### config.mk
export PLATFORM = sky130hd
export DESIGN_NAME = eeprom_page_scheduler
export DESIGN_NICKNAME = d
export VERILOG_FILES = /design/src/rtl/eeprom_page_scheduler.sv
export SDC_FILE = /design/constraint.sdc
export NUM_CORES = 1
export LEC_CHECK = 0
export CAP_MARGIN = 25
export CORE_MARGIN = 5
export CORE_UTILIZATION = 40
export DETAILED_ROUTE_END_ITERATION = 6
export SLEW_MARGIN = 20
export SYNTH_ARGS = -nofsm -noshare
export SYNTH_HDL_FRONTEND = slang
export SYNTH_SLANG_ARGS = --single-unit
### constraint.sdc
create_clock -name CLK_50MHz -period 7.43 [get_ports CLK_50MHz]
set_input_delay 1.486 -clock CLK_50MHz [delete_from_list [all_inputs] [get_ports CLK_50MHz]]
set_output_delay 1.486 -clock CLK_50MHz [all_outputs]
set_load 0.03 [all_outputs]
### src/rtl/eeprom_page_scheduler.sv
// eeprom_page_scheduler: ping-pong page buffering of ADC bytes and I2C page-write
// sequencing for a 24LC256 through a byte-level I2C engine.
// Optional feature macro: ACK_POLL_EN (acknowledge polling replaces the fixed
// write-cycle wait; default build uses the fixed TWC_CYCLES wait).
module eeprom_page_scheduler #(
  parameter int         PAGE_BYTES = 64,
  parameter int         ADDR_W     = 15,
  parameter logic [2:0] DEV_ADDR   = 3'b000,
  parameter int         TWC_CYCLES = 250000,
  parameter int         MAX_RETRY  = 3
) (
  input  logic              CLK_50MHz,
  input  logic              RESET,
  input  logic              enable,
  input  logic              sample_valid,
  input  logic [7:0]        sample_data,
  output logic              cmd_valid,
  input  logic              cmd_ready,
  output logic              cmd_start,
  output logic              cmd_stop,
  output logic [7:0]        cmd_byte,
  input  logic              rsp_valid,
  input  logic              rsp_nack,
  output logic [ADDR_W-1:0] wr_addr,
  output logic              busy,
  output logic              page_done,
  output logic              overflow,
  output logic              error,
  output logic              mem_full
);

  localparam int IDX_W = (PAGE_BYTES > 1) ? $clog2(PAGE_BYTES) : 1;
  localparam int ATT_W = $clog2(MAX_RETRY + 2);
`ifdef ACK_POLL_EN
  localparam int TMR_W = $clog2(2 * TWC_CYCLES + 1);
  localparam logic [TMR_W-1:0] POLL_LAST = TMR_W'(2 * TWC_CYCLES - 1);
`else
  localparam int TMR_W = $clog2(TWC_CYCLES + 1);
`endif
  localparam logic [TMR_W-1:0] TWC_LAST  = TMR_W'(TWC_CYCLES - 1);
  localparam logic [IDX_W-1:0] LAST_IDX  = IDX_W'(PAGE_BYTES - 1);
  localparam logic [ATT_W-1:0] ATT_MAX   = ATT_W'(MAX_RETRY);
  localparam logic [7:0]       CTRL_BYTE = {4'b1010, DEV_ADDR, 1'b0};

  typedef enum logic [2:0] {
    S_IDLE, S_CTRL, S_ADDR_HI, S_ADDR_LO, S_DATA, S_ABORT, S_TWC, S_RETRY
  } state_e;

  state_e            state_q, state_d;
  logic              outst_q, outst_d;
  logic              sel_q, sel_d;
  logic [IDX_W-1:0]  idx_q, idx_d;
  logic [TMR_W-1:0]  tmr_q, tmr_d;
  logic [ATT_W-1:0]  att_q, att_d;
  logic [ADDR_W-1:0] addr_q, addr_d;
  logic              page_done_q, page_done_d;
  logic              error_q, error_d;
  logic              mem_full_q, mem_full_d;
  logic              overflow_q, overflow_d;
  logic [1:0]        full_q, full_d;
  logic              fill_q, fill_d;
  logic [IDX_W-1:0]  cnt_q, cnt_d;

  logic [7:0]  bank_q [2][PAGE_BYTES];
  logic        bank_we, bank_wsel;
  logic [1:0]  rel;
  logic        send, got_rsp, to_retry, advance;
  logic [15:0] addr16;

  assign addr16 = 16'(addr_q);

  // FSM next-state, command outputs and page bookkeeping
  always_comb begin
    state_d     = state_q;
    outst_d     = outst_q;
    sel_d       = sel_q;
    idx_d       = idx_q;
    tmr_d       = tmr_q;
    att_d       = att_q;
    addr_d      = addr_q;
    page_done_d = 1'b0;
    error_d     = error_q;
    mem_full_d  = mem_full_q;
    rel         = 2'b00;
    send        = 1'b0;
    to_retry    = 1'b0;
    advance     = 1'b0;
    cmd_valid   = 1'b0;
    cmd_start   = 1'b0;
    cmd_stop    = 1'b0;
    cmd_byte    = 8'h00;
    // responses only count while a command is actually outstanding
    got_rsp     = outst_q && rsp_valid;
    case (state_q)
      S_IDLE: begin
        if (!mem_full_q && (full_q != 2'b00)) begin
          sel_d   = ~full_q[0];
          att_d   = '0;
          state_d = S_CTRL;
        end
      end
      S_CTRL: begin
        send      = 1'b1;
        cmd_byte  = CTRL_BYTE;
        cmd_start = 1'b1;
        if (got_rsp) begin
          if (rsp_nack) to_retry = 1'b1;
          else          state_d  = S_ADDR_HI;
        end
      end
      S_ADDR_HI: begin
        send     = 1'b1;
        cmd_byte = addr16[15:8];
        if (got_rsp) state_d = rsp_nack ? S_ABORT : S_ADDR_LO;
      end
      S_ADDR_LO: begin
        send     = 1'b1;
        cmd_byte = addr16[7:0];
        if (got_rsp) begin
          state_d = rsp_nack ? S_ABORT : S_DATA;
          idx_d   = '0;
        end
      end
      S_DATA: begin
        send     = 1'b1;
        cmd_byte = bank_q[sel_q][idx_q];
        cmd_stop = (idx_q == LAST_IDX);
        if (got_rsp) begin
          if (rsp_nack) state_d = S_ABORT;
          else if (idx_q == LAST_IDX) begin
            state_d = S_TWC;
            tmr_d   = '0;
          end else idx_d = idx_q + IDX_W'(1);
        end
      end
      S_ABORT: begin
        // dummy byte just to get a STOP onto the bus; its ACK is irrelevant
        send     = 1'b1;
        cmd_byte = 8'hFF;
        cmd_stop = 1'b1;
        if (got_rsp) to_retry = 1'b1;
      end
`ifdef ACK_POLL_EN
      S_TWC: begin
        send      = 1'b1;
        cmd_byte  = CTRL_BYTE;
        cmd_start = 1'b1;
        cmd_stop  = 1'b1;
        if (tmr_q != POLL_LAST) tmr_d = tmr_q + TMR_W'(1);
        if (got_rsp) begin
          if (!rsp_nack) begin
            page_done_d = 1'b1;
            advance     = 1'b1;
          end else if (tmr_q == POLL_LAST) begin
            error_d     = 1'b1;
            page_done_d = 1'b1;
            advance     = 1'b1;
          end
        end
      end
`else
      S_TWC: begin
        tmr_d = tmr_q + TMR_W'(1);
        if (tmr_q == TWC_LAST) begin
          page_done_d = 1'b1;
          advance     = 1'b1;
        end
      end
`endif
      S_RETRY: begin
        tmr_d = tmr_q + TMR_W'(1);
        if (tmr_q == TWC_LAST) begin
          if (att_q <= ATT_MAX) state_d = S_CTRL;
          else begin
            error_d = 1'b1;
            advance = 1'b1;
          end
        end
      end
      default: state_d = S_IDLE;
    endcase
    if (to_retry) begin
      state_d = S_RETRY;
      tmr_d   = '0;
      att_d   = att_q + ATT_W'(1);
    end
    if (advance) begin
      rel[sel_q] = 1'b1;
      addr_d     = addr_q + ADDR_W'(PAGE_BYTES);
      if (addr_d == '0) mem_full_d = 1'b1;
      state_d    = S_IDLE;
    end
    cmd_valid = send && !outst_q;
    if (cmd_valid && cmd_ready) outst_d = 1'b1;
    if (got_rsp)                outst_d = 1'b0;
  end

  // Fill side: bank release is applied before the incoming sample is placed
  always_comb begin
    full_d     = full_q & ~rel;
    fill_d     = fill_q;
    cnt_d      = cnt_q;
    overflow_d = overflow_q;
    bank_we    = 1'b0;
    bank_wsel  = fill_q;
    if (full_d[fill_q] && !full_d[~fill_q]) fill_d = ~fill_q;
    if (sample_valid && enable && !mem_full_q) begin
      if (full_d[fill_d]) overflow_d = 1'b1;
      else begin
        bank_we   = 1'b1;
        bank_wsel = fill_d;
        if (cnt_q == LAST_IDX) begin
          full_d[fill_d] = 1'b1;
          cnt_d          = '0;
          if (!full_d[~fill_d]) fill_d = ~fill_d;
        end else cnt_d = cnt_q + IDX_W'(1);
      end
    end
  end

  // Control and status registers
  always_ff @(posedge CLK_50MHz or negedge RESET) begin
    if (!RESET) begin
      state_q     <= S_IDLE;
      outst_q     <= 1'b0;
      sel_q       <= 1'b0;
      idx_q       <= '0;
      tmr_q       <= '0;
      att_q       <= '0;
      addr_q      <= '0;
      page_done_q <= 1'b0;
      error_q     <= 1'b0;
      mem_full_q  <= 1'b0;
      overflow_q  <= 1'b0;
      full_q      <= 2'b00;
      fill_q      <= 1'b0;
      cnt_q       <= '0;
    end else begin
      state_q     <= state_d;
      outst_q     <= outst_d;
      sel_q       <= sel_d;
      idx_q       <= idx_d;
      tmr_q       <= tmr_d;
      att_q       <= att_d;
      addr_q      <= addr_d;
      page_done_q <= page_done_d;
      error_q     <= error_d;
      mem_full_q  <= mem_full_d;
      overflow_q  <= overflow_d;
      full_q      <= full_d;
      fill_q      <= fill_d;
      cnt_q       <= cnt_d;
    end
  end

  // Page buffer storage; contents are meaningless until a bank is marked full
  always_ff @(posedge CLK_50MHz) begin
    if (bank_we) bank_q[bank_wsel][cnt_q] <= sample_data;
  end

  assign wr_addr   = addr_q;
  assign busy      = (state_q != S_IDLE);
  assign page_done = page_done_q;
  assign overflow  = overflow_q;
  assign error     = error_q;
  assign mem_full  = mem_full_q;

endmodule

After elaboration in Yosys (flattened, before gate mapping):

Memories as Yosys holds them, arrays and structs flattened.
Cells that the tools add are included.

* $add $sub $neg: 5
* bitwise gates (word level): 10
* eq/ne operators: 26
* muxes and demuxes: 76
* order comparisons: 11
* reductions and logical operators: 34

Operator list (count)
* $mux W512: 1
* $mux W18: 4
* $bmux W8 S6: 1
* $demux W8 S6: 1
* $mux W3: 16
* $pmux W8 S5: 1
* $pmux W18 S2: 1
* $mux W1: 32
* $ne A4 B4 Y1 const B: 8
* $mux W6: 5
* $mux W8: 3
* $add A18 B1 Y18 const B: 1
* $eq A18 B18 Y1 const B: 1
* $pmux W3 S6: 1
* $add A15 B7 Y15 const B: 1
* $logic_not A15 Y1: 1
* $ge A7 B7 Y1 const B: 2
* $not A6 Y7: 2
* $add A6 B1 Y6 const B: 2
* $eq A3 B3 Y1 const B: 4
* $eq A6 B6 Y1 const B: 2
* $pmux W6 S2: 1
* $logic_and A1 B1 Y1: 10
* $lt A1 B2 Y1 const B: 5
* 28 further kinds: 56

* output and inout port bits: 31
* RAM bits: 1024
* word-level logic and storage cells: 177
* memories: 1
* flip-flop bits (word level): 60

Memory list
* bank_q: words 2, bits a word 512, rd ports 1, clocked after memory_dff 0, write ports 1, RTL line 64 `logic [7:0] bank_q [2][PAGE_BYTES];`

Longest topological paths before layout:

Gate-level depths: netlist of run 1.

* depth in word-level cells: 23
* mapped depth: 11

Worst setup path before layout of run 1:

No wires, ideal clock.

* path type: register -> output
* start: register idx_q[0]
* end: output cmd_byte[5]
* required time: 5.944 ns
* path slack: 3.220 ns
* cell stages (with the launch flop): 10
* data arrival time: 2.724 ns
* cell sequence: dfrtp_1 -> buf_4 -> buf_4 -> buf_2 -> buf_2 -> mux4_2 -> mux2i_1 -> a221oi_1 -> o21ai_0 -> a221oi_1

* cells in the longest elaborated chain, start to end: 5

Ends and longest elaborated chain
* start, declared: RTL line 52 `logic [IDX_W-1:0] idx_q, idx_d;`
* start signal, assigned: RTL line 242 `idx_q <= idx_d;`
* $not A6 Y7 (not written as such): RTL line 126 `cmd_byte = bank_q[sel_q][idx_q];`
* $bmux W8 S6: RTL line 126
* $mux W8 (not written as such) (2 in a row): RTL line 126
* $pmux W8 S5: RTL line 94 `case (state_q)`
* end, declared: RTL line 21 `output logic [7:0] cmd_byte,`

Every way passes these cells. The select of a mux whose other input is x is not followed.

Final worst setup path of run 1:

* start: register idx_q[0]
* end: output cmd_byte[2]

Same word-level chain as after synthesis.

==> results of run 1 <==
==> state kept, by name, summed over array words and instances (netlist names) <==
name / count
bank_q: 1024
tmr_q: 18
wr_addr: 9
cnt_q: 6
idx_q: 6
att_q: 3
state_q: 3
full_q: 2
error: 1
fill_q: 1
mem_full: 1
outst_q: 1
overflow: 1
page_done: 1
sel_q: 1
==> final timing paths <==
| path | startpoint | to | depth (start not counted) |
|---|---|---|---|
| worst max-delay path | idx_q[0] | cmd_byte[2] | 8 |
| worst min-delay path | error | error | 2 |
| worst max register to register | state_q[2] | bank_q[1][244] | 5 |
| worst min register to register | error | error | 2 |
| max in group asynchronous | RESET | idx_q[0] | 2 |
| min in group asynchronous | RESET | tmr_q[12] | 2 |
==> power breakdown <==
part / internal (uW) / switching [uW]
logic: 68.1 / 268
clock network: 3040 / 2310
registers: 6700 / 40.3
==> through the flow <==
stage / std cells / hold WS (ns) / setup WS, ns
after floorplan: 2271 / 0.4772 / 3.220
after global placement: 3699 / 0.4663 / 1.366
after detailed placement: 3700 / 0.4544 / 1.364
after CTS: 3900 / 0.4724 / 0.5860
after global routing: 3900 / 0.4814 / 0.5873
final: 3900 / 0.4723 / 0.7416
==> cells in the final DEF, fill, tap and decap left out, drive strengths merged, types with 15 or more instances in the layout <==
master         Yosys  final
a21oi             37     37
a22oi             64     64
buf               83    155
clkbuf            76    131
clkdlybuf4s50      0     30
clkinv             1     52
dfrtp             54     54
edfxtp          1024   1024
inv               13     18
mux2i            113    113
mux4             228    228
nand2             80     80
nand3             40     40
nor2              56     56
nor2b             15     15
nor3             132    132
o21ai             48     48
==> layout make-up <==
type,count,area (um2)
flip-flops and latches,1078,32110
inverters,14,52.55
multi-input cells,1020,10470
clock inverters,69,658.1
clock buffers,131,2799
fillers,8939,57810
well taps,1403,1755
repair buffers,185,1545
==> kinds of logic (layout without fill, tap and decap cells) <==
| logic type | Yosys count | in the layout | share of synthesized area |
|---|---|---|---|
| buf+inv | 173 | 399 | 0.01812 |
| simple gates | 390 | 390 | 0.04668 |
| flops | 1078 | 1078 | 0.7425 |
| compound gates | 249 | 249 | 0.03971 |
| mux | 349 | 349 | 0.1470 |
| xor+xnor | 19 | 19 | 0.003849 |
| fa+ha+maj | 7 | 7 | 0.002026 |
| other cells | 1 | 6 | 0.00008674 |
==> layer usage <==
metal,share of wire,routed length [um],vias to the layer above,track usage
met1,0.42,44110,11884,0.2558
li1,-,-,9623,-
met4,0.024,2551,2,0.04703
met5,0.00012,13,-,0
met3,0.077,8037,140,0.03441
met2,0.48,50320,921,0.2899
==> cell usage after synthesis, drive strengths merged (9+ instances only) <==
cell / number
a211oi: 13
a21oi: 37
a22oi: 64
a31oi: 10
a32oi: 9
and2: 10
and3: 9
buf: 83
clkbuf: 76
dfrtp: 54
edfxtp: 1024
inv: 13
mux2i: 113
mux4: 228
nand2: 80
nand3: 40
nor2: 56
nor2b: 15
nor3: 132
o2111ai: 14
o21ai: 48
o22ai: 13
xnor2: 9
xor2: 10
==> tightest hold or removal path, delay by kind of cell (launching register included) <==
kind / cells / cell delay [ns]
buffers and inverters: 1 / 0.05
DFF: 1 / 0.35
AOI/OAI and AO/OA: 1 / 0.05
==> flow_summary.toml, run 1 <==
[grt]
grtUsageTotal = 0.1803
grt_pass1_vias = 22743
grt_max_degree = 91
gr-total-overflow = 0
grt_first_pass_wirelength_mm = 155.6
antenna_found_initial = 2

[clock_network]
cts-root-buf = "clkbuf_16"
cts_buffers = 108
cts_hold_buf = 0
post_cts_buffers = 0
clock_sinks = 1078
clk_path_buf_depth = 3
clk_pin_slew_ns = 0.06
htree_levels = 3
cts_resized = 0
cts_tree = "yes"
insertion_delay_ns = 0.69

[critical_path]
cp_slowest_stage_delay_ns = 1.02
critPathRequiredTime_ns = 5.94
worstPathCellList = "buf_4 -> mux4_2 -> mux2_2 -> o22ai_1 -> a2111oi_0 -> nor4_1 -> a211oi_1 -> clkdlybuf4s50_1"
cp_top_family = "compound AO/OA/AOI/OAI gates"
critPathSlowestCell = "a2111oi_0"
path_buf_inv = 2
cp.arrival_ns = 5.20
critPathLaunchType = "register"
reg2reg_slack_ns = 2.59
criticalPathCategory = "register to output pin"
crit_fanout = 50
worstSetupEndpointType = "output pin"

[synth]
syn_area_um2 = 43230
ys_seq_area_frac = 0.7425
yosysTopAreaCell = "edfxtp_1"
synthArstFlopShare = 0.05009
ys.flop_type = "edfxtp_1"
ys_seq_elements = 1078
synthTopCellsByArea = "edfxtp_1 (71%), mux4_2 (12%), dfrtp_1 (3.1%)"
syn_area_per_cell_um2 = 19.08
yosysWarnings = 0
netlist-cell-type-count = 69
synth-edff-count = 1024
synth_top_area_share = 0.7113
synthCells = 2266

[route]
routed_via_density = 5.787
drc_errors = 0
detail-route-antenna-nets = 0
wirelength_mm = 105.0
vias = 22570
drt_iter0_drc = 2181
dr.pass1.iters = 5
wire_per_inst_um = 26.93

[floorplanning]
rows = 120
die_y_um = 338.8
start_util = 0.4033
dieArea_um2 = 114800
num_io_pins = 46
core_area_um2 = 107200
die_x_um = 338.8

[place]
place.gp.congestion = 0.8432
dp_hpwl_mm = 64.95
placed_cell_area_um2 = 45930
io_buffers = 39

[timing]
hold_viol_final = 0
fin_skew_ns = 0.02537
rsz0062_at_grt = "no"
fin_crit_sh = 0.9002
slew_viol_final = 0
max_slew.worst_pin.slew_ns = 1.209
max_slew_margin = 0.1732
timing.fmax_ghz = 0.1495
finalSetupTns_ns = 0
setup_violations = 0
min_period_ns = 6.688

[pwr]
cellPowerDensity_nw_per_um2 = 251.5
power_leakage_uw = 0.01509
p_total_uw = 12420
peakVddDrop_mv = 0.1962

[cells_and_area]
drive_gt1_frac = 0.2375
areaGrowthSynthToFinish_pct = 14.24
finalInstanceArea_um2 = 49390
final_util = 0.4607
fin_nets = 2429
diodes = 0

[run_status]
status = "finished clean"

[job]
maxCapViolations = 0

[min_path]
hold_path_class = "register to register"
No activity file was read; power rests on OpenSTA's default activity.
==> run 2: changes to the inputs <==
--- a/config.mk
+++ b/config.mk
@@ -7,8 +7,10 @@
 export LEC_CHECK = 0
 export CAP_MARGIN = 25
 export CORE_MARGIN = 5
-export CORE_UTILIZATION = 40
+export CORE_UTILIZATION = 50
 export DETAILED_ROUTE_END_ITERATION = 6
+export GPL_ROUTABILITY_DRIVEN = 0
+export PLACE_DENSITY = 0.66
 export SLEW_MARGIN = 20
 export SYNTH_ARGS = -nofsm -noshare
 export SYNTH_HDL_FRONTEND = slang
==> run 2 against run 1 <==
  * Clock skew up 0.039 ns
  * Sequential power about the same
  * Flip-flop and latch count unchanged
  * Combinational power up 1%
  * First-iteration DRC count up 21%
  * Sequential share of layout area up 0.27 points
  * Setup slack worse by 0.012 ns
  * Count of clock-buffer cells in the layout down 4
  * Largest cell class unchanged
==> flow_summary.toml, run 2 (synthesized netlist as in run 1, its figures left out) <==
[run_status]
status = "finished clean"

[pwr]
cellPowerDensity_nw_per_um2 = 256.1
seqPwrFrac = 0.535
peakVddDrop_mv = 0.1825
combPwrFrac = 0.027
p_clk_frac = 0.438
p_int_uw = 9972
switching_power_uw = 2626
p_sw_frac = 0.2085
power_leakage_uw = 0.01510

[timing]
setup_violations = 0
finalWorstSetupSlack_ns = 0.7299
slew_viol_final = 0
max_slew_margin = 0.2855
fin_skew_ns = 0.06416
min_period_ns = 6.700
rsz0062_at_grt = "no"
finalSetupTns_ns = 0
hold_viol_final = 0
finalHoldWorstSlack_ns = 0.4786
max_slew.worst_pin.slew_ns = 1.069
timing.fmax_ghz = 0.1493
fin_crit_sh = 0.9018

[place]
dp_hpwl_mm = 62.86
dp_slack_ns = 1.604
io_buffers = 39

[grt]
grt_max_degree = 96
grtUsageTotal = 0.2188
grt_first_pass_wirelength_mm = 152.6
antenna_found_initial = 0
gr-total-overflow = 0
grt_pass1_vias = 22930

[critical_path]
crit_path_frequent_cell = "a221oi_1"
critPathLaunchType = "register"
worstPathCellList = "buf_12 -> mux4_2 -> mux2i_1 -> a221oi_1 -> o21ai_0 -> a221oi_1 -> clkdlybuf4s50_1"
criticalPathCategory = "register to output pin"
r2r-start = "state_q[2]"
crit_fanout = 55
worstSetupEndpointType = "output pin"
cp.arrival_ns = 5.21
critPathSlowestCell = "dfrtp_4"
cp-startpoint = "idx_q[0]"
cp_slowest_stage_delay_ns = 1.01
critPathRequiredTime_ns = 5.94

[clock_network]
cts-root-buf = "clkbuf_16"
cts_hold_buf = 0
cts_resized = 0
post_cts_buffers = 0
clk_pin_slew_ns = 0.07
clock_sinks = 1078
cts_tree = "yes"
htree_levels = 3
cts_buffers = 108
insertion_delay_ns = 0.70
clk_path_buf_depth = 3

[floorplanning]
die_x_um = 304.1
rows = 107
core_area_um2 = 85550
num_io_pins = 46
dieArea_um2 = 92450
die_y_um = 304.1
start_util = 0.5054

[cells_and_area]
areaGrowthSynthToFinish_pct = 13.77
drive_gt1_frac = 0.2396
multi_input_area_um2 = 10510
diodes = 0
final_util = 0.5750
fin_nets = 2419
final_common_cell = "edfxtp_1"
layout_common_cells = "edfxtp_1 (1024), mux4_2 (228), buf_4 (137)"
largest-register = "bank_q"
fillers = 6216
seq_area_um2 = 32110
largest_reg_flops = 1024

[route]
drc_errors = 0
dr.pass1.iters = 5
wirelength_mm = 102.1
wire_per_inst_um = 28.12
routed_via_density = 6.234
vias = 22636
drt_iter0_drc = 2633
detail-route-antenna-nets = 0

[min_path]
hold_start = "error"
hold_path_class = "register to register"

[job]
maxCapViolations = 0
==> run 2: layout make-up <==
class | instances | share of cell area
Clock buffer | 127 | 0.05639
Clock inverter | 73 | 0.01725
Inverter | 14 | 0.001068
Multi-Input combinational cell | 1020 | 0.2137
Sequential cell | 1078 | 0.6529
Tap cell | 1144 | 0.02910
Timing Repair Buffer | 175 | 0.02966
==> run 2: critical path: cells and delay by family (launching register included) <==
family	cells	cell delay [ns]
compound gates	3	1.70
buf+inv	2	1.24
flops	1	1.01
mux	2	0.43
==> run 2: final timing paths <==
check / endpoint / slack (ns) / depth (start not counted)
hold / removal: error / 0.48 / 2
setup reg to reg: bank_q[1][464] / 2.66 / 6
hold reg to reg: error / 0.48 / 2
min in group asynchronous: tmr_q[1] / 0.94 / 2
setup / recovery: cmd_byte[7] / 0.73 / 7
max in group asynchronous: idx_q[1] / 5.93 / 2
==> run 2: metrics by stage <==
step	std cells	area, um2	power, uW
after detailed placement	3430	45560	7206
after CTS	3630	49180	12680
after global routing	3631	49190	12980
final	3631	49190	12600
after floorplan	2271	43250	7006
after global placement	3427	45400	7178
==> run 2: layer usage <==
| metal | track usage | up-vias | wire length (um) |
|---|---|---|---|
| met1 | 0.3144 | 11841 | 41650 |
| met2 | 0.3462 | 1022 | 49010 |
| li1 | - | 9599 | - |
| met3 | 0.04405 | 174 | 8439 |
| met4 | 0.06446 | 0 | 2985 |
| met5 | 0 | - | 0 |
==> run 2: power by group through the flow <==
stage,clock network [uW],logic (uW),registers [uW]
after floorplan,0,170,6840
after global placement,0,317,6860
after detailed placement,0,340,6870
after CTS,5600,341,6740
after global routing,5880,361,6740
final,5520,340,6740
